$ cat src/rtl/id_issue_stage_if.sv
// Bundle of every signal between the decode/issue stage and its neighbours:
// fetch, the register file, writeback, the branch-flush source and the EX stage.
// The slave modport is the stage's own view; the master modport is the view
// of whatever surrounds it.
interface id_issue_stage_if #(
    parameter int XLEN = 64
);
    logic            in_valid;
    logic            in_ready;
    logic [31:0]     in_instr;
    logic [XLEN-1:0] in_pc;

    logic [4:0]      rf_rd_addr1;
    logic [4:0]      rf_rd_addr2;
    logic [XLEN-1:0] rf_rd_data1;
    logic [XLEN-1:0] rf_rd_data2;

    logic            wb_valid;
    logic [4:0]      wb_reg;
    logic [XLEN-1:0] wb_data;

    logic            flush;

    logic            out_valid;
    logic            out_ready;
    logic [XLEN-1:0] out_pc;
    logic [XLEN-1:0] out_op1;
    logic [XLEN-1:0] out_op2;
    logic [XLEN-1:0] out_imm;
    logic [4:0]      out_rd;
    logic            out_regwrite;
    logic [2:0]      out_class;

    modport slave (
        input  in_valid, in_instr, in_pc,
        input  rf_rd_data1, rf_rd_data2,
        input  wb_valid, wb_reg, wb_data,
        input  flush, out_ready,
        output in_ready, rf_rd_addr1, rf_rd_addr2,
        output out_valid, out_pc, out_op1, out_op2, out_imm,
        output out_rd, out_regwrite, out_class
    );

    modport master (
        output in_valid, in_instr, in_pc,
        output rf_rd_data1, rf_rd_data2,
        output wb_valid, wb_reg, wb_data,
        output flush, out_ready,
        input  in_ready, rf_rd_addr1, rf_rd_addr2,
        input  out_valid, out_pc, out_op1, out_op2, out_imm,
        input  out_rd, out_regwrite, out_class
    );
endinterface

$ cat src/rtl/id_issue_stage.sv
// LEGv8 decode/issue stage. Decodes the fetched word, drives the register file
// read ports, bypasses same-cycle writeback data around the register file,
// tracks in-flight destinations in a busy scoreboard to stall on RAW/WAW
// hazards, and holds the ID/EX pipeline register under valid/ready.
// Register 31 is XZR: it reads as zero and is never busy. Instructions that
// write no register report out_rd = 31.
module id_issue_stage #(
    parameter int XLEN = 64,
    parameter int NREG = 32
) (
    input  logic           clk,
    input  logic           rst,
    id_issue_stage_if.slave bus
);

    localparam logic [4:0] ZR = 5'(NREG - 1);

    typedef enum logic [2:0] {
        CLS_NOP  = 3'd0,
        CLS_RALU = 3'd1,
        CLS_IALU = 3'd2,
        CLS_LDUR = 3'd3,
        CLS_STUR = 3'd4,
        CLS_CBZ  = 3'd5,
        CLS_B    = 3'd6
    } class_e;

    // Scoreboard and ID/EX register state
    logic [NREG-1:0] busy_q, busy_d;
    logic            out_valid_q, out_valid_d;
    logic [XLEN-1:0] out_pc_q, out_pc_d;
    logic [XLEN-1:0] out_op1_q, out_op1_d;
    logic [XLEN-1:0] out_op2_q, out_op2_d;
    logic [XLEN-1:0] out_imm_q, out_imm_d;
    logic [4:0]      out_rd_q, out_rd_d;
    logic            out_regwrite_q, out_regwrite_d;
    logic [2:0]      out_class_q, out_class_d;

    // Decode results for the word currently offered by fetch
    logic [4:0]      addr1, addr2, rdField;
    logic            writes;
    logic [XLEN-1:0] imm;
    class_e          cls;

    logic [NREG-1:0] busyLive;
    logic [XLEN-1:0] op1, op2;
    logic            hazard, advance, inReady, issue;

    // Field extraction per instruction format; unused read ports point at XZR
    always_comb begin
        addr1   = ZR;
        addr2   = ZR;
        rdField = ZR;
        writes  = 1'b0;
        imm     = '0;
        cls     = CLS_NOP;
        if (bus.in_instr[31:21] inside {11'b10001011000, 11'b11001011000,
                                        11'b10001010000, 11'b10101010000}) begin
            addr1   = bus.in_instr[9:5];
            addr2   = bus.in_instr[20:16];
            rdField = bus.in_instr[4:0];
            writes  = 1'b1;
            cls     = CLS_RALU;
        end else if (bus.in_instr[31:22] inside {10'b1001000100, 10'b1101000100}) begin
            addr1   = bus.in_instr[9:5];
            rdField = bus.in_instr[4:0];
            writes  = 1'b1;
            imm     = {{(XLEN-12){1'b0}}, bus.in_instr[21:10]};
            cls     = CLS_IALU;
        end else if (bus.in_instr[31:21] == 11'b11111000010) begin
            addr1   = bus.in_instr[9:5];
            rdField = bus.in_instr[4:0];
            writes  = 1'b1;
            imm     = {{(XLEN-9){bus.in_instr[20]}}, bus.in_instr[20:12]};
            cls     = CLS_LDUR;
        end else if (bus.in_instr[31:21] == 11'b11111000000) begin
            addr1   = bus.in_instr[9:5];
            addr2   = bus.in_instr[4:0];
            imm     = {{(XLEN-9){bus.in_instr[20]}}, bus.in_instr[20:12]};
            cls     = CLS_STUR;
        end else if (bus.in_instr[31:24] == 8'b10110100) begin
            addr2   = bus.in_instr[4:0];
            imm     = {{(XLEN-19){bus.in_instr[23]}}, bus.in_instr[23:5]};
            cls     = CLS_CBZ;
        end else if (bus.in_instr[31:26] == 6'b000101) begin
            imm     = {{(XLEN-26){bus.in_instr[25]}}, bus.in_instr[25:0]};
            cls     = CLS_B;
        end
        if (rdField == ZR) begin
            writes = 1'b0;
        end
    end

    // Operand selection: XZR is zero, a same-cycle writeback overrides the regfile
    always_comb begin
        op1 = bus.rf_rd_data1;
        op2 = bus.rf_rd_data2;
        if (addr1 == ZR) begin
            op1 = '0;
        end else if (bus.wb_valid && bus.wb_reg == addr1) begin
            op1 = bus.wb_data;
        end
        if (addr2 == ZR) begin
            op2 = '0;
        end else if (bus.wb_valid && bus.wb_reg == addr2) begin
            op2 = bus.wb_data;
        end
    end

    // Hazard detection against busy bits, ignoring any register retiring right now
    always_comb begin
        busyLive = busy_q;
        if (bus.wb_valid) begin
            busyLive[bus.wb_reg] = 1'b0;
        end
        busyLive[NREG-1] = 1'b0;
        hazard  = busyLive[addr1] | busyLive[addr2] | (writes & busyLive[rdField]);
        advance = !out_valid_q || bus.out_ready;
        inReady = rst && advance && !hazard && !bus.flush;
        issue   = bus.in_valid && inReady;
    end

    // Scoreboard next state: retire and flush clear first so a new issue wins
    always_comb begin
        busy_d = busy_q;
        if (bus.wb_valid) begin
            busy_d[bus.wb_reg] = 1'b0;
        end
        if (bus.flush && out_valid_q && out_regwrite_q) begin
            busy_d[out_rd_q] = 1'b0;
        end
        if (issue && writes) begin
            busy_d[rdField] = 1'b1;
        end
        busy_d[NREG-1] = 1'b0;
    end

    // ID/EX next state: kill on flush, load on issue, drain when EX takes it
    always_comb begin
        out_valid_d    = out_valid_q;
        out_pc_d       = out_pc_q;
        out_op1_d      = out_op1_q;
        out_op2_d      = out_op2_q;
        out_imm_d      = out_imm_q;
        out_rd_d       = out_rd_q;
        out_regwrite_d = out_regwrite_q;
        out_class_d    = out_class_q;
        if (bus.flush) begin
            out_valid_d = 1'b0;
        end else if (issue) begin
            out_valid_d    = 1'b1;
            out_pc_d       = bus.in_pc;
            out_op1_d      = op1;
            out_op2_d      = op2;
            out_imm_d      = imm;
            out_rd_d       = rdField;
            out_regwrite_d = writes;
            out_class_d    = cls;
        end else if (bus.out_ready) begin
            out_valid_d = 1'b0;
        end
    end

    // State registers with synchronous active-low reset
    always_ff @(posedge clk) begin
        if (!rst) begin
            busy_q         <= '0;
            out_valid_q    <= 1'b0;
            out_pc_q       <= '0;
            out_op1_q      <= '0;
            out_op2_q      <= '0;
            out_imm_q      <= '0;
            out_rd_q       <= '0;
            out_regwrite_q <= 1'b0;
            out_class_q    <= '0;
        end else begin
            busy_q         <= busy_d;
            out_valid_q    <= out_valid_d;
            out_pc_q       <= out_pc_d;
            out_op1_q      <= out_op1_d;
            out_op2_q      <= out_op2_d;
            out_imm_q      <= out_imm_d;
            out_rd_q       <= out_rd_d;
            out_regwrite_q <= out_regwrite_d;
            out_class_q    <= out_class_d;
        end
    end

    assign bus.in_ready     = inReady;
    assign bus.rf_rd_addr1  = addr1;
    assign bus.rf_rd_addr2  = addr2;
    assign bus.out_valid    = out_valid_q;
    assign bus.out_pc       = out_pc_q;
    assign bus.out_op1      = out_op1_q;
    assign bus.out_op2      = out_op2_q;
    assign bus.out_imm      = out_imm_q;
    assign bus.out_rd       = out_rd_q;
    assign bus.out_regwrite = out_regwrite_q;
    assign bus.out_class    = out_class_q;

endmodule

$ cat src/flat_wrapper.sv
// flat-port wrapper written by rule: the top's interface ports become plain ports
module id_issue_stage_flat 
#(
    parameter int XLEN = 64,
    parameter int NREG = 32
)
  (clk, rst, bus_in_valid, bus_in_instr, bus_in_pc, bus_rf_rd_data1, bus_rf_rd_data2, bus_wb_valid, bus_wb_reg, bus_wb_data, bus_flush, bus_out_ready, bus_in_ready, bus_rf_rd_addr1, bus_rf_rd_addr2, bus_out_valid, bus_out_pc, bus_out_op1, bus_out_op2, bus_out_imm, bus_out_rd, bus_out_regwrite, bus_out_class);
  id_issue_stage_if #(.XLEN(XLEN)) bus_i ();
  input  logic clk;
  input  logic rst;
  input wire logic [$bits(bus_i.in_valid)-1:0] bus_in_valid;
  input wire logic [$bits(bus_i.in_instr)-1:0] bus_in_instr;
  input wire logic [$bits(bus_i.in_pc)-1:0] bus_in_pc;
  input wire logic [$bits(bus_i.rf_rd_data1)-1:0] bus_rf_rd_data1;
  input wire logic [$bits(bus_i.rf_rd_data2)-1:0] bus_rf_rd_data2;
  input wire logic [$bits(bus_i.wb_valid)-1:0] bus_wb_valid;
  input wire logic [$bits(bus_i.wb_reg)-1:0] bus_wb_reg;
  input wire logic [$bits(bus_i.wb_data)-1:0] bus_wb_data;
  input wire logic [$bits(bus_i.flush)-1:0] bus_flush;
  input wire logic [$bits(bus_i.out_ready)-1:0] bus_out_ready;
  output wire logic [$bits(bus_i.in_ready)-1:0] bus_in_ready;
  output wire logic [$bits(bus_i.rf_rd_addr1)-1:0] bus_rf_rd_addr1;
  output wire logic [$bits(bus_i.rf_rd_addr2)-1:0] bus_rf_rd_addr2;
  output wire logic [$bits(bus_i.out_valid)-1:0] bus_out_valid;
  output wire logic [$bits(bus_i.out_pc)-1:0] bus_out_pc;
  output wire logic [$bits(bus_i.out_op1)-1:0] bus_out_op1;
  output wire logic [$bits(bus_i.out_op2)-1:0] bus_out_op2;
  output wire logic [$bits(bus_i.out_imm)-1:0] bus_out_imm;
  output wire logic [$bits(bus_i.out_rd)-1:0] bus_out_rd;
  output wire logic [$bits(bus_i.out_regwrite)-1:0] bus_out_regwrite;
  output wire logic [$bits(bus_i.out_class)-1:0] bus_out_class;
  assign bus_i.in_valid = bus_in_valid;
  assign bus_i.in_instr = bus_in_instr;
  assign bus_i.in_pc = bus_in_pc;
  assign bus_i.rf_rd_data1 = bus_rf_rd_data1;
  assign bus_i.rf_rd_data2 = bus_rf_rd_data2;
  assign bus_i.wb_valid = bus_wb_valid;
  assign bus_i.wb_reg = bus_wb_reg;
  assign bus_i.wb_data = bus_wb_data;
  assign bus_i.flush = bus_flush;
  assign bus_i.out_ready = bus_out_ready;
  assign bus_in_ready = bus_i.in_ready;
  assign bus_rf_rd_addr1 = bus_i.rf_rd_addr1;
  assign bus_rf_rd_addr2 = bus_i.rf_rd_addr2;
  assign bus_out_valid = bus_i.out_valid;
  assign bus_out_pc = bus_i.out_pc;
  assign bus_out_op1 = bus_i.out_op1;
  assign bus_out_op2 = bus_i.out_op2;
  assign bus_out_imm = bus_i.out_imm;
  assign bus_out_rd = bus_i.out_rd;
  assign bus_out_regwrite = bus_i.out_regwrite;
  assign bus_out_class = bus_i.out_class;
  id_issue_stage #(.XLEN(XLEN), .NREG(NREG)) u_core (.clk(clk), .rst(rst), .bus(bus_i));
endmodule
$ cat config.mk
export PLATFORM = sky130hd
export DESIGN_NAME = id_issue_stage_flat
export DESIGN_NICKNAME = d
export VERILOG_FILES = /design/src/rtl/id_issue_stage_if.sv /design/src/rtl/id_issue_stage.sv /design/src/flat_wrapper.sv
export SDC_FILE = /design/constraint.sdc
export NUM_CORES = 1
export LEC_CHECK = 0
export BUFFER_PORTS_ARGS = -buffer_cell sky130_fd_sc_hd__buf_2
export CELL_PAD_IN_SITES_DETAIL_PLACEMENT = 0
export CELL_PAD_IN_SITES_GLOBAL_PLACEMENT = 1
export CORE_AREA = 2 2 226 228
export CTS_CLUSTER_SIZE = 12
export DETAILED_ROUTE_END_ITERATION = 8
export DIE_AREA = 0 0 228 230
export PLACE_DENSITY = 0.66
export SYNTH_ARGS = -nofsm -noshare
export SYNTH_HDL_FRONTEND = slang
export SYNTH_SLANG_ARGS = --single-unit
$ cat constraint.sdc
create_clock -name clk -period 10.85 [get_ports clk]
set_input_delay 3.255 -clock clk [delete_from_list [all_inputs] [get_ports clk]]
set_output_delay 3.255 -clock clk [all_outputs]
set_load 0.01 [all_outputs]
==> tab_implementation.tex, run 1 <==
\begin{tabular}{lr}
\hline
Metric & Value \\
\hline
\multicolumn{2}{l}{\textbf{Outcome}} \\
\quad Result of the run & complete, no violations \\
\multicolumn{2}{l}{\textbf{STA}} \\
\quad Actual transition at the worst max-transition pin & 1274 ps \\
\quad Post-layout min period & 9862 ps \\
\quad Sum Neg Setup Slack & 0 ps \\
\quad Highest Clock Rate & 101.4 MHz \\
\quad Endpoints failing setup & 0 \\
\quad Final hold violation count & 0 \\
\quad Final setup margin & 987.8 ps \\
\quad Worst relative slew slack & 14.42\% \\
\quad Clock skew after layout & 26.24 ps \\
\quad RSZ-0062 raised after global routing & false \\
\quad Fraction of the cycle the final worst path needs & 90.90\% \\
\quad Final max-slew violation count & 0 \\
\multicolumn{2}{l}{\textbf{Worst setup path}} \\
\quad Arrival time reported for the critical path endpoint & 6610 ps \\
\quad CP Capture Point & bus\_in\_ready \\
\quad Startpoint kind of the worst setup timing path & input pin \\
\quad Most frequent cell on the critical path & sky130\_fd\_sc\_hd\_\_buf\_2 \\
\quad Type of the setup path with the least slack & in2out \\
\quad Reg-to-Reg Start & u\_core.busy\_q[13] \\
\quad R2R cell count & 10 \\
\quad Crit path launch & bus\_in\_instr[22] \\
\quad Chain of cells forming the critical path & buf\_2 > or4b\_1 > or4\_1 > nand3\_1 > buf\_4 > o21ai\_0 > nor2\_1 > nand4\_1 > o211a\_4 > nor2b\_1 > buf\_2 \\
\quad Highest net fanout along the worst path & 26 \\
\quad Capturing element type of the critical path & output pin \\
\quad WP data required & 7600 ps \\
\quad Stage delay of the slowest cell on the critical path & 880 ps \\
\quad Reg2reg setup slack & 6660 ps \\
\quad Reg2reg end & u\_core.bus.out\_op2[46] \\
\quad Standard cell with the maximum stage delay on the critical path & sky130\_fd\_sc\_hd\_\_or4\_1 \\
\quad WP buf/inv & 3 \\
\quad Crit. path cell count & 11 \\
\quad Family of cells with the greatest summed delay on the critical path & simple AND/OR/NAND/NOR gates \\
\multicolumn{2}{l}{\textbf{Clocking}} \\
\quad Number of resized instances in the post-cts repair step & 0 \\
\quad Sinks on the clock net & 259 \\
\quad CTS tree & built \\
\quad H-tree lvl count & 2 \\
\quad Worst skew pair latency & 530 ps \\
\quad Root Driver & sky130\_fd\_sc\_hd\_\_clkbuf\_16 \\
\quad Clock transition at the registers of the reported paths & 50 ps \\
\quad Hold Buf Count CTS & 0 \\
\quad Post-CTS setup-driven buffer insertion count & 0 \\
\quad Clock buffer count from CTS & 34 \\
\quad Max Root-Sink Buffers & 3 \\
\multicolumn{2}{l}{\textbf{GRT}} \\
\quad Aggregate global-route resource usage & 24.49\% \\
\quad Largest net degree at the start of global routing & 142 \\
\quad Initial antenna violation count & 13 \\
\quad Vias in the first global route & 15.56k \\
\quad Global route overflow & 0 \\
\quad First-pass GRT wire length & 100400 um \\
\multicolumn{2}{l}{\textbf{Cells and area}} \\
\quad Final core utilization & 37.98\% \\
\quad Layout overhead on the synthesized area & 27.59\% \\
\quad Filler Cells Inserted & 5367 \\
\quad Share of post-route cells with drive strength above 1 & 32.81\% \\
\quad Net count reported at finish & 2578 \\
\multicolumn{2}{l}{\textbf{Yosys}} \\
\quad Main combinational cell family by area after synthesis & compound AO/OA/AOI/OAI gates \\
\quad Simple-gate share of the synthesized area & 20.78\% \\
\quad Mux share of post-synthesis cell area & 12.70\% \\
\quad Fraction of registers with async set or reset after synthesis & 0\% \\
\quad Synth unique cells & 81 \\
\quad Post-synthesis cell count & 1865 \\
\quad Most instantiated flip-flop cell in the synthesis netlist & sky130\_fd\_sc\_hd\_\_dfxtp\_1 \\
\quad Synthesized net count & 2164 \\
\quad Synth Cell Area & 14840 sq um \\
\quad Compound-cell area share of the yosys netlist & 22.99\% \\
\quad Part of the Yosys area used for sequential elements & 34.94\% \\
\quad Yosys warns & 0 \\
\quad Parity-gate share of the synthesized area counting xor and xnor cells & 0.5312\% \\
\quad Post-synth EDFFs & 0 \\
\quad Average footprint of a synthesized cell & 7.957 sq um \\
\quad Flip-flop and latch count after synthesis & 259 \\
\quad Share of synthesized cell area in full adder, half adder and majority cells & 0\% \\
\multicolumn{2}{l}{\textbf{Power and ir drop}} \\
\quad Standby leakage power & 8.025 nW \\
\quad Total Power & 2.421 mW \\
\quad Total power divided by cell area & 127.9 nW/um\^{}2 \\
\quad Peak supply drop & 0.08916 mV \\
\multicolumn{2}{l}{\textbf{Route}} \\
\quad Iteration-0 DRC Markers & 1144 \\
\quad DRC Markers & 0 \\
\quad Final antenna-violating net count & 0 \\
\quad Post-detailed-route via-to-cell ratio & 5.369 \\
\quad Routed via count & 16.03k \\
\quad Mean routed wirelength per cell & 22.63 um \\
\quad Pre-Repair DR Iteration Count & 5 \\
\quad Total wirelength of the detailed-routed design & 67590 um \\
\multicolumn{2}{l}{\textbf{Hold path}} \\
\quad Cell depth of the worst min-delay path & 2 \\
\quad Type of the worst min-delay path & reg2reg \\
\multicolumn{2}{l}{\textbf{Die}} \\
\quad Core Area & 49860 sq um \\
\quad Die extent in y & 230 um \\
\quad Cell row count & 82 \\
\quad Die area & 52440 sq um \\
\quad I/O Pins & 576 \\
\quad Starting Density & 29.76\% \\
\quad Horiz. Die Dim & 228 um \\
\multicolumn{2}{l}{\textbf{Placed design}} \\
\quad Placer Congestion & 0.9420 \\
\quad Number of buffers inserted by port buffering & 575 \\
\quad Sum of net half-perimeters after detailed placement & 48320 um \\
\quad Place WS & 1063 ps \\
\multicolumn{2}{l}{\textbf{Run}} \\
\quad Maximum capacitance violations & 0 \\
\hline
\end{tabular}
[placed cells by master (no fill, tap or decap), drive strengths merged, types with 42 or more instances in the layout]
master,n
a21oi,42
buf,603
mux2,72
a21boi,64
nand2,357
mux2i,96
clkbuf,48
nor2,55
o2111ai,67
and3,67
nand3,107
o21ai,185
dfxtp,259
[layout make-up]
type | count | area (sq um) | share of cell area (%)
Multi-Input combinational cell | 1359 | 8511 | 44.95
Sequential cell | 259 | 5185 | 27.38
Timing Repair Buffer | 604 | 3132 | 16.54
Clock buffer | 47 | 991.0 | 5.233
Tap cell | 672 | 840.8 | 4.440
Clock inverter | 11 | 165.2 | 0.8722
Inverter | 21 | 78.83 | 0.4163
Antenna cell | 13 | 32.53 | 0.1718
[per-stage QoR]
step,hold slack [ps],cells,area [sq um]
6_report,455.5,2986,18940
3_5_place_dp,445.4,2915,17750
3_3_place_gp,439.4,2915,17750
4_1_cts,453.6,2973,18900
2_1_floorplan,479.0,1865,14840
5_1_grt,467.7,2986,18940
[worst min-delay path by stage]
stage	start	end	slack (ps)
5_1_grt	u_core.bus.out_op2[10]	u_core.bus.out_op2[10]	470
3_5_place_dp	u_core.bus.out_op2[13]	u_core.bus.out_op2[13]	450
6_report	u_core.bus.out_op2[20]	u_core.bus.out_op2[20]	460
2_1_floorplan	u_core.bus.out_imm[18]	u_core.bus.out_imm[18]	480
4_1_cts	u_core.bus.out_op2[4]	u_core.bus.out_op2[4]	450
3_3_place_gp	u_core.bus.out_op2[11]	u_core.bus.out_op2[11]	440
[state kept, by name, indices dropped and copies added (netlist names)]
register and cells:
u_core.bus.out_class 3, u_core.bus.out_imm 26, u_core.bus.out_op1 64, u_core.bus.out_op2 64, u_core.bus.out_pc 64, u_core.bus.out_rd 5, u_core.bus.out_regwrite 1, u_core.bus.out_valid 1
u_core.busy_q 31
[synth_stat cells, types with 7 or more instances]
cell                          n  area, sq um
sky130_fd_sc_hd__clkbuf_2    12        60.06
sky130_fd_sc_hd__clkbuf_1   128        480.5
sky130_fd_sc_hd__a211oi_1    16        120.1
sky130_fd_sc_hd__and3_1      67        419.2
sky130_fd_sc_hd__nor2_1      55        206.5
sky130_fd_sc_hd__a21boi_0    64        480.5
sky130_fd_sc_hd__dfxtp_1    259         5185
sky130_fd_sc_hd__nand2_1    357         1340
sky130_fd_sc_hd__buf_2       23        115.1
sky130_fd_sc_hd__a21oi_1     42        210.2
sky130_fd_sc_hd__o31ai_1     14        105.1
sky130_fd_sc_hd__o31a_1       7        61.31
sky130_fd_sc_hd__mux2i_1     96        960.9
sky130_fd_sc_hd__buf_4       53        397.9
sky130_fd_sc_hd__a311oi_1     7        61.31
sky130_fd_sc_hd__inv_1       18        67.56
sky130_fd_sc_hd__o22ai_1     13        81.33
sky130_fd_sc_hd__buf_1        7        26.28
sky130_fd_sc_hd__a21o_1       8        60.06
sky130_fd_sc_hd__o21a_1      16        120.1
sky130_fd_sc_hd__nand3_1    106        530.5
sky130_fd_sc_hd__mux2_2      71        799.5
sky130_fd_sc_hd__xnor2_1      7        61.31
sky130_fd_sc_hd__o211ai_1    15        112.6
sky130_fd_sc_hd__o21ai_0    183        915.9
sky130_fd_sc_hd__nand4_1     11        68.82
sky130_fd_sc_hd__o2111ai_1   67        586.8
sky130_fd_sc_hd__nand2b_1    12        75.07
sky130_fd_sc_hd__nor3_1      17        85.08
sky130_fd_sc_hd__o32ai_1      7        61.31
[worst register-to-register path, stage by stage, from the launching register on]
cell	delay [ps]
sky130_fd_sc_hd__dfxtp_1	300
sky130_fd_sc_hd__o21a_1	180
sky130_fd_sc_hd__mux2_2	290
sky130_fd_sc_hd__a211oi_1	210
sky130_fd_sc_hd__nor4_1	80
sky130_fd_sc_hd__nor4bb_1	450
sky130_fd_sc_hd__o211a_4	280
sky130_fd_sc_hd__buf_12	380
sky130_fd_sc_hd__and2_4	1010
sky130_fd_sc_hd__buf_4	660
sky130_fd_sc_hd__mux2i_1	310
[metal layers]
| layer | wire length [um] | global-route usage (%) | up-vias |
|---|---|---|---|
| met5 | 0 | 0 | - |
| met4 | 1794 | 9.783 | 0 |
| met3 | 5156 | 5.357 | 89 |
| met2 | 31850 | 39.47 | 689 |
| met1 | 28780 | 31.80 | 7711 |
| li1 | - | - | 7543 |
[logic make-up after synthesis]
group / Yosys count
AO/OA/AOI/OAI: 508
XOR/XNOR: 9
buffers and inverters: 247
flip-flops: 259
multiplexers: 173
AND/OR/NAND/NOR: 669
[report_power, final]
| group | internal (mW) | total, mW | switching, mW |
|---|---|---|---|
| Sequential | 0.967 | 0.977 | 0.0106 |
| Clock | 0.733 | 1.18 | 0.445 |
| Combinational | 0.0973 | 0.266 | 0.169 |
| Total | 1.80 | 2.42 | 0.624 |
(Power assumes the default switching activity.)
==> run 2: changes to the inputs <==
CORE_AREA = 2 2 223 225   (was 2 2 226 228)
CTS_BUF_LIST = sky130_fd_sc_hd__clkbuf_8   (was unset)
CTS_CLUSTER_SIZE = 28   (was 12)
DIE_AREA = 0 0 225 227   (was 0 0 228 230)
PLACE_DENSITY = 0.68   (was 0.66)
==> tab_implementation.tex, run 2 (same netlist as run 1, synthesis figures left out) <==
\begin{tabular}{lr}
\hline
Metric & Value \\
\hline
\multicolumn{2}{l}{\textbf{Outcome}} \\
\quad Result of the run & complete, no violations \\
\multicolumn{2}{l}{\textbf{Clocking}} \\
\quad Root Driver & sky130\_fd\_sc\_hd\_\_clkbuf\_8 \\
\quad Clock buffer count from CTS & 49 (+44\%) \\
\quad Worst skew pair latency & 600 ps (+70 ps) \\
\quad Max Root-Sink Buffers & 3 (unchanged) \\
\quad Post-CTS setup-driven buffer insertion count & 0 (unchanged) \\
\quad Clock transition at the registers of the reported paths & 50 ps (about the same) \\
\quad Number of resized instances in the post-cts repair step & 0 (unchanged) \\
\quad CTS tree & built \\
\quad Hold Buf Count CTS & 0 (unchanged) \\
\quad Sinks on the clock net & 259 (unchanged) \\
\quad H-tree lvl count & 2 (unchanged) \\
\multicolumn{2}{l}{\textbf{STA}} \\
\quad Final max-slew violation count & 0 (unchanged) \\
\quad Hold WS & 450.1 ps (-5.357 ps) \\
\quad Highest Clock Rate & 100.5 MHz (-0.92\%) \\
\quad Clock skew after layout & 23.96 ps (-2.281 ps) \\
\quad RSZ-0062 raised after global routing & false \\
\quad Fraction of the cycle the final worst path needs & 91.74\% (+0.85 points) \\
\quad Sum Neg Setup Slack & 0 ps (unchanged) \\
\quad Post-layout min period & 9954 ps (+91.95 ps) \\
\quad Worst relative slew slack & 18.31\% (+3.9 points) \\
\quad Final setup margin & 895.9 ps (-91.95 ps) \\
\quad Actual transition at the worst max-transition pin & 1216 ps (-57.85 ps) \\
\quad Endpoints failing setup & 0 (unchanged) \\
\quad Final hold violation count & 0 (unchanged) \\
\multicolumn{2}{l}{\textbf{Die}} \\
\quad Core Area & 48550 sq um (-2.6\%) \\
\quad Starting Density & 30.57\% (+0.81 points) \\
\quad Die extent in y & 227 um (-1.3\%) \\
\quad Horiz. Die Dim & 225 um (-1.3\%) \\
\quad I/O Pins & 576 (unchanged) \\
\quad Cell row count & 81 (-1.2\%) \\
\quad Die area & 51080 sq um (-2.6\%) \\
\multicolumn{2}{l}{\textbf{Route}} \\
\quad Pre-Repair DR Iteration Count & 5 (unchanged) \\
\quad Total wirelength of the detailed-routed design & 67200 um (-0.58\%) \\
\quad Mean routed wirelength per cell & 22.70 um (+0.29\%) \\
\quad Post-detailed-route via-to-cell ratio & 5.477 (+2.0\%) \\
\quad Iteration-0 DRC Markers & 1377 (+20\%) \\
\quad DRC Markers & 0 (unchanged) \\
\quad Final antenna-violating net count & 0 (unchanged) \\
\quad Routed via count & 16.21k (+1.1\%) \\
\multicolumn{2}{l}{\textbf{Run}} \\
\quad Maximum capacitance violations & 0 (unchanged) \\
\multicolumn{2}{l}{\textbf{Placed design}} \\
\quad Placer Congestion & 1.018 (+8.1\%) \\
\quad Number of buffers inserted by port buffering & 575 (unchanged) \\
\quad Place WS & 1001 ps (-62.27 ps) \\
\quad Sum of net half-perimeters after detailed placement & 46900 um (-2.9\%) \\
\multicolumn{2}{l}{\textbf{Cells and area}} \\
\quad Most frequent cells in the layout & 573 x sky130\_fd\_sc\_hd\_\_buf\_2, 356 x sky130\_fd\_sc\_hd\_\_nand2\_1, 259 x sky130\_fd\_sc\_hd\_\_dfxtp\_1, 183 x sky130\_fd\_sc\_hd\_\_o21ai\_0, 106 x sky130\_fd\_sc\_hd\_\_nand3\_1 \\
\quad Commonest non-fill, non-tap cell in the layout & sky130\_fd\_sc\_hd\_\_buf\_2 \\
\quad Share of post-route cells with drive strength above 1 & 33.16\% (+0.35 points) \\
\quad Layout overhead on the synthesized area & 26.36\% \\
\quad Net count reported at finish & 2589 (+0.43\%) \\
\multicolumn{2}{l}{\textbf{Power and ir drop}} \\
\quad Peak supply drop & 0.08051 mV (-9.7\%) \\
\quad Sequential Power Share & 42.9\% (+2.5 points) \\
\quad Clock network fraction of design power & 45.5\% (-3.1 points) \\
\quad Standby leakage power & 8.039 nW (+0.17\%) \\
\quad Net Sw Power & 625.7 uW (+0.21\%) \\
\quad Internal power & 1.655 mW (-7.9\%) \\
\quad Fraction of power spent switching nets & 27.44\% (+1.6 points) \\
\quad Part of the power in combinational logic & 11.6\% (+0.6 points) \\
\quad Total power divided by cell area & 121.6 nW/um\^{}2 (-4.9\%) \\
\multicolumn{2}{l}{\textbf{GRT}} \\
\quad Global route overflow & 0 (unchanged) \\
\quad Aggregate global-route resource usage & 24.76\% (+0.27 points) \\
\quad Largest net degree at the start of global routing & 142 (unchanged) \\
\quad First-pass GRT wire length & 97840 um (-2.5\%) \\
\quad Vias in the first global route & 15.40k (-1.0\%) \\
\quad Initial antenna violation count & 14 (+1) \\
\multicolumn{2}{l}{\textbf{Worst setup path}} \\
\quad Capturing element type of the critical path & output pin \\
\quad Standard cell with the maximum stage delay on the critical path & sky130\_fd\_sc\_hd\_\_or3\_1 \\
\quad Highest net fanout along the worst path & 20 (-23\%) \\
\quad Stage delay of the slowest cell on the critical path & 750 ps (-130 ps) \\
\quad Family of cells with the greatest summed delay on the critical path & simple AND/OR/NAND/NOR gates \\
\quad Arrival time reported for the critical path endpoint & 6700 ps (+90 ps) \\
\quad Most frequent cell on the critical path & sky130\_fd\_sc\_hd\_\_buf\_2 \\
\quad Startpoint kind of the worst setup timing path & input pin \\
\quad Chain of cells forming the critical path & buf\_2 > or4b\_1 > or3\_1 > o32ai\_1 > inv\_1 > a221oi\_1 > o21ai\_1 > a221oi\_2 > nor2\_1 > nor2b\_1 > buf\_2 \\
\quad WP data required & 7600 ps (about the same) \\
\quad Type of the setup path with the least slack & in2out \\
\quad WP buf/inv & 3 (unchanged) \\
\multicolumn{2}{l}{\textbf{Hold path}} \\
\quad Type of the worst min-delay path & reg2reg \\
\hline
\end{tabular}
-- run 2: cell count changes in the layout (fill, tap and decap cells not counted), moves of 2 or more --
| cell | change |
|---|---|
| sky130_fd_sc_hd__clkbuf_16 | -35 |
| sky130_fd_sc_hd__clkinv_2 | +3 |
| sky130_fd_sc_hd__diode_2 | -3 |
| sky130_fd_sc_hd__clkbuf_1 | -5 |
| sky130_fd_sc_hd__buf_4 | -5 |
| sky130_fd_sc_hd__inv_1 | +15 |
| sky130_fd_sc_hd__inv_6 | -2 |
| sky130_fd_sc_hd__clkbuf_8 | +56 |
-- run 2: worst reg2reg max path, stage by stage, from the launching register on --
cell	delay (ps)
sky130_fd_sc_hd__dfxtp_1	340
sky130_fd_sc_hd__o21a_1	180
sky130_fd_sc_hd__mux2_2	290
sky130_fd_sc_hd__a211oi_1	220
sky130_fd_sc_hd__nor4_1	80
sky130_fd_sc_hd__nor4bb_1	480
sky130_fd_sc_hd__o211a_4	270
sky130_fd_sc_hd__buf_12	380
sky130_fd_sc_hd__and2_4	750
sky130_fd_sc_hd__buf_12	420
sky130_fd_sc_hd__mux2i_1	390
-- run 2: worst paths after layout --
| path | slack, ps | startpoint | cells after the start | endpoint |
|---|---|---|---|---|
| hold reg to reg | 450 | u_core.bus.out_op1[36] | 2 | u_core.bus.out_op1[36] |
| setup reg to reg | 6990 | u_core.busy_q[12] | 10 | u_core.bus.out_op2[39] |
| hold / removal | 450 | u_core.bus.out_op1[36] | 2 | u_core.bus.out_op1[36] |
| setup / recovery | 900 | bus_in_instr[22] | 11 | bus_in_ready |
-- run 2: stage by stage --
step | util [%] | power (mW) | std cells | instance area (sq um)
floorplan | - | 1.133 | 1865 | 14840
global placement | 36.40 | 1.258 | 2861 | 17670
finish | 38.63 | 2.280 | 2960 | 18750
detailed placement | 36.40 | 1.260 | 2861 | 17670
CTS | 38.58 | 2.308 | 2950 | 18730
global route | 38.63 | 2.371 | 2960 | 18750
-- run 2: layout make-up --
cell class,count,area [sq um]
diodes,10,25.02
clock inverters,26,188.9
fillers,5174,29790
clock buffers,63,867.1
inverters,21,78.83
well taps,622,778.2
flip-flops and latches,259,5185
repair buffers,600,3114
multi-input cells,1359,8514
-- run 2: routing by layer --
metal  track usage [%]  wire, um  vias to the layer above
met4             9.528      2180                        4
met5                 0        22                        -
li1                  -         -                     7577
met1             32.33     28560                     7715
met2             39.76     30870                      784
met3             5.666      5561                      133
-- run 2: power by group through the flow --
stage                     Clock [mW]  Sequential, mW  Combinational, mW
final                           1.04           0.977              0.265
after global placement             0           0.997              0.262
after CTS                       1.07           0.977              0.263
after global routing            1.11           0.978              0.286
after floorplan                    0            1.00              0.131
after detailed placement           0           0.997              0.263
==> run 3: changes to the inputs <==
CORE_AREA = 4 4 225 227   (was 2 2 223 225)
DIE_AREA = 0 0 229 231   (was 0 0 225 227)
==> tab_implementation.tex, run 3 (same netlist as run 1, synthesis figures left out) <==
\begin{tabular}{lr}
\hline
Metric & Value \\
\hline
\multicolumn{2}{l}{\textbf{Clocking}} \\
\quad Max Root-Sink Buffers & 3 (unchanged) \\
\quad Post-CTS setup-driven buffer insertion count & 0 (unchanged) \\
\quad Hold Buf Count CTS & 0 (unchanged) \\
\quad Root Driver & sky130\_fd\_sc\_hd\_\_clkbuf\_8 \\
\quad Sinks on the clock net & 259 (unchanged) \\
\quad Clock transition at the registers of the reported paths & 50 ps (about the same) \\
\quad H-tree lvl count & 2 (unchanged) \\
\quad Worst skew pair latency & 640 ps (+40 ps) \\
\quad Number of resized instances in the post-cts repair step & 0 (unchanged) \\
\quad CTS tree & built \\
\quad Clock buffer count from CTS & 53 (+8.2\%) \\
\multicolumn{2}{l}{\textbf{GRT}} \\
\quad First-pass GRT wire length & 101000 um (+3.2\%) \\
\quad Vias in the first global route & 16.10k (+4.6\%) \\
\quad Most heavily used metal layer in global routing & met2 \\
\quad Initial antenna violation count & 15 (+1) \\
\quad Met3 layer usage reported by global route & 6.466\% (+0.80 points) \\
\quad Aggregate global-route resource usage & 24.22\% (-0.54 points) \\
\quad Global routing usage on met1 & 30.18\% (-2.2 points) \\
\quad Global route overflow & 0 (unchanged) \\
\quad Met2 usage & 40.32\% (+0.57 points) \\
\quad Largest net degree at the start of global routing & 162 (+14\%) \\
\multicolumn{2}{l}{\textbf{Die}} \\
\quad Horiz. Die Dim & 229 um (+1.8\%) \\
\quad Die area & 52900 sq um (+3.6\%) \\
\quad Die extent in y & 231 um (+1.8\%) \\
\quad Starting Density & 30.51\% (-0.064 points) \\
\quad I/O Pins & 576 (unchanged) \\
\quad Core Area & 48650 sq um (+0.21\%) \\
\quad Cell row count & 81 (unchanged) \\
\multicolumn{2}{l}{\textbf{Route}} \\
\quad DRC Markers & 0 (unchanged) \\
\quad Routed via count & 16.16k (-0.33\%) \\
\quad Total wirelength of the detailed-routed design & 68350 um (+1.7\%) \\
\quad Final antenna-violating net count & 0 (unchanged) \\
\quad Iteration-0 DRC Markers & 1249 (-9.3\%) \\
\quad Mean routed wirelength per cell & 23.05 um (+1.5\%) \\
\quad Pre-Repair DR Iteration Count & 5 (unchanged) \\
\quad Post-detailed-route via-to-cell ratio & 5.450 (-0.49\%) \\
\multicolumn{2}{l}{\textbf{STA}} \\
\quad Actual transition at the worst max-transition pin & 1253 ps (+37.25 ps) \\
\quad Final max-slew violation count & 0 (unchanged) \\
\quad RSZ-0062 raised after global routing & false \\
\quad Clock skew after layout & 34.04 ps (+10.08 ps) \\
\quad Highest Clock Rate & 101.0 MHz (+0.58\%) \\
\quad Sum Neg Setup Slack & 0 ps (unchanged) \\
\quad Final setup margin & 953.4 ps (+57.46 ps) \\
\quad Worst relative slew slack & 15.80\% (-2.5 points) \\
\quad Post-layout min period & 9897 ps (-57.47 ps) \\
\quad Hold WS & 451.5 ps (+1.349 ps) \\
\quad Final hold violation count & 0 (unchanged) \\
\quad Endpoints failing setup & 0 (unchanged) \\
\quad Fraction of the cycle the final worst path needs & 91.21\% (-0.53 points) \\
\multicolumn{2}{l}{\textbf{Worst setup path}} \\
\quad WP data required & 7600 ps (about the same) \\
\quad Capturing element type of the critical path & output pin \\
\quad Chain of cells forming the critical path & buf\_2 > or4b\_1 > or3\_1 > o32ai\_1 > inv\_1 > a221oi\_1 > o21ai\_1 > a221oi\_2 > nor2\_1 > nor2b\_1 > buf\_2 \\
\quad Reg2reg end & u\_core.bus.out\_op1[57] \\
\quad Reg-to-Reg Start & u\_core.busy\_q[21] \\
\quad Stage delay of the slowest cell on the critical path & 660 ps (-90 ps) \\
\quad Arrival time reported for the critical path endpoint & 6640 ps (-60 ps) \\
\quad R2R cell count & 9 (-1) \\
\quad Standard cell with the maximum stage delay on the critical path & sky130\_fd\_sc\_hd\_\_or4b\_1 \\
\quad Most frequent cell on the critical path & sky130\_fd\_sc\_hd\_\_buf\_2 \\
\quad Startpoint kind of the worst setup timing path & input pin \\
\quad Highest net fanout along the worst path & 13 (-35\%) \\
\quad Reg2reg setup slack & 6980 ps (about the same) \\
\quad Type of the setup path with the least slack & in2out \\
\multicolumn{2}{l}{\textbf{Cells and area}} \\
\quad Commonest non-fill, non-tap cell in the layout & sky130\_fd\_sc\_hd\_\_buf\_2 \\
\quad Area used by multi-input combinational logic & 8514 sq um (unchanged) \\
\quad Share of post-route cells with drive strength above 1 & 33.09\% (-0.071 points) \\
\quad Area taken by flip-flops and latches & 5185 sq um (unchanged) \\
\quad Layout overhead on the synthesized area & 26.53\% \\
\quad Most frequent cells in the layout & 573 x sky130\_fd\_sc\_hd\_\_buf\_2, 356 x sky130\_fd\_sc\_hd\_\_nand2\_1, 259 x sky130\_fd\_sc\_hd\_\_dfxtp\_1, 183 x sky130\_fd\_sc\_hd\_\_o21ai\_0, 106 x sky130\_fd\_sc\_hd\_\_nand3\_1 \\
\quad Net count reported at finish & 2591 (+0.077\%) \\
\quad Filler Cells Inserted & 5160 (-0.27\%) \\
\multicolumn{2}{l}{\textbf{Power and ir drop}} \\
\quad Standby leakage power & 8.061 nW (+0.28\%) \\
\quad Total power divided by cell area & 123.1 nW/um\^{}2 (+1.2\%) \\
\quad Peak supply drop & 0.09000 mV (+12\%) \\
\multicolumn{2}{l}{\textbf{Placed design}} \\
\quad Placer Congestion & 0.9257 (-9.1\%) \\
\quad Number of buffers inserted by port buffering & 575 (unchanged) \\
\quad Sum of net half-perimeters after detailed placement & 48630 um (+3.7\%) \\
\quad Place WS & 962.9 ps (-38.34 ps) \\
\multicolumn{2}{l}{\textbf{Outcome}} \\
\quad Result of the run & complete, no violations \\
\multicolumn{2}{l}{\textbf{Run}} \\
\quad Maximum capacitance violations & 0 (unchanged) \\
\multicolumn{2}{l}{\textbf{Hold path}} \\
\quad Cell depth of the worst min-delay path & 2 (unchanged) \\
\quad Start point of the worst min-delay path & u\_core.bus.out\_op1[9] \\
\quad Type of the worst min-delay path & reg2reg \\
\quad Hold Path Sink & u\_core.bus.out\_op1[9] \\
\hline
\end{tabular}
[run 3: changes by cell type in the layout (fill, tap and decap cells not counted), sizes merged]
cell      delta
buf          -2
clkbuf       +1
clkinv       -1
clkinvlp     +2
inv          +5
[run 3: metrics by stage]
stage	cells	power, mW	area [sq um]	util (%)
after floorplan	1865	1.133	14840	-
final	2965	2.311	18780	38.60
after global placement	2859	1.260	17640	36.27
after detailed placement	2859	1.261	17640	36.27
after CTS	2955	2.345	18750	38.55
after global routing	2964	2.408	18780	38.60
[run 3: report_power, final]
| group | switching (mW) | internal (mW) |
|---|---|---|
| combinational | 0.168 | 0.0964 |
| sequential | 0.0111 | 0.967 |
| clock | 0.464 | 0.605 |
[run 3: how the worst max path moves through the flow]
| stage | from | to | slack, ps |
|---|---|---|---|
| after CTS | bus_in_instr[23] | bus_in_ready | 960 |
| final | bus_in_instr[23] | bus_in_ready | 950 |
| after detailed placement | bus_in_instr[23] | bus_in_ready | 960 |
| after global routing | bus_in_instr[23] | bus_in_ready | 690 |
| after floorplan | bus_in_instr[26] | bus_in_ready | 1520 |
| after global placement | bus_in_instr[26] | bus_in_ready | 990 |
[run 3: final cells by class]
type	instances	share of cell area (%)
Tap cell	622	4.144
Clock inverter	32	1.219
Inverter	21	0.4198
Timing Repair Buffer	598	16.44
Sequential cell	259	27.61
Clock buffer	64	4.691
Multi-Input combinational cell	1359	45.34
Antenna cell	10	0.1333
[run 3: critical path, delay by kind of cell]
kind,cells,cell delay (ps)
buffers and inverters,3,590
AOI/OAI and AO/OA,4,1070
and+or+nand+nor,4,1730
[run 3: layer usage]
layer / up-vias / share of wire (%)
li1: 7583 / -
met1: 7684 / 41
met2: 745 / 47
met3: 138 / 8.0
met4: 10 / 3.3
met5: - / 0.10
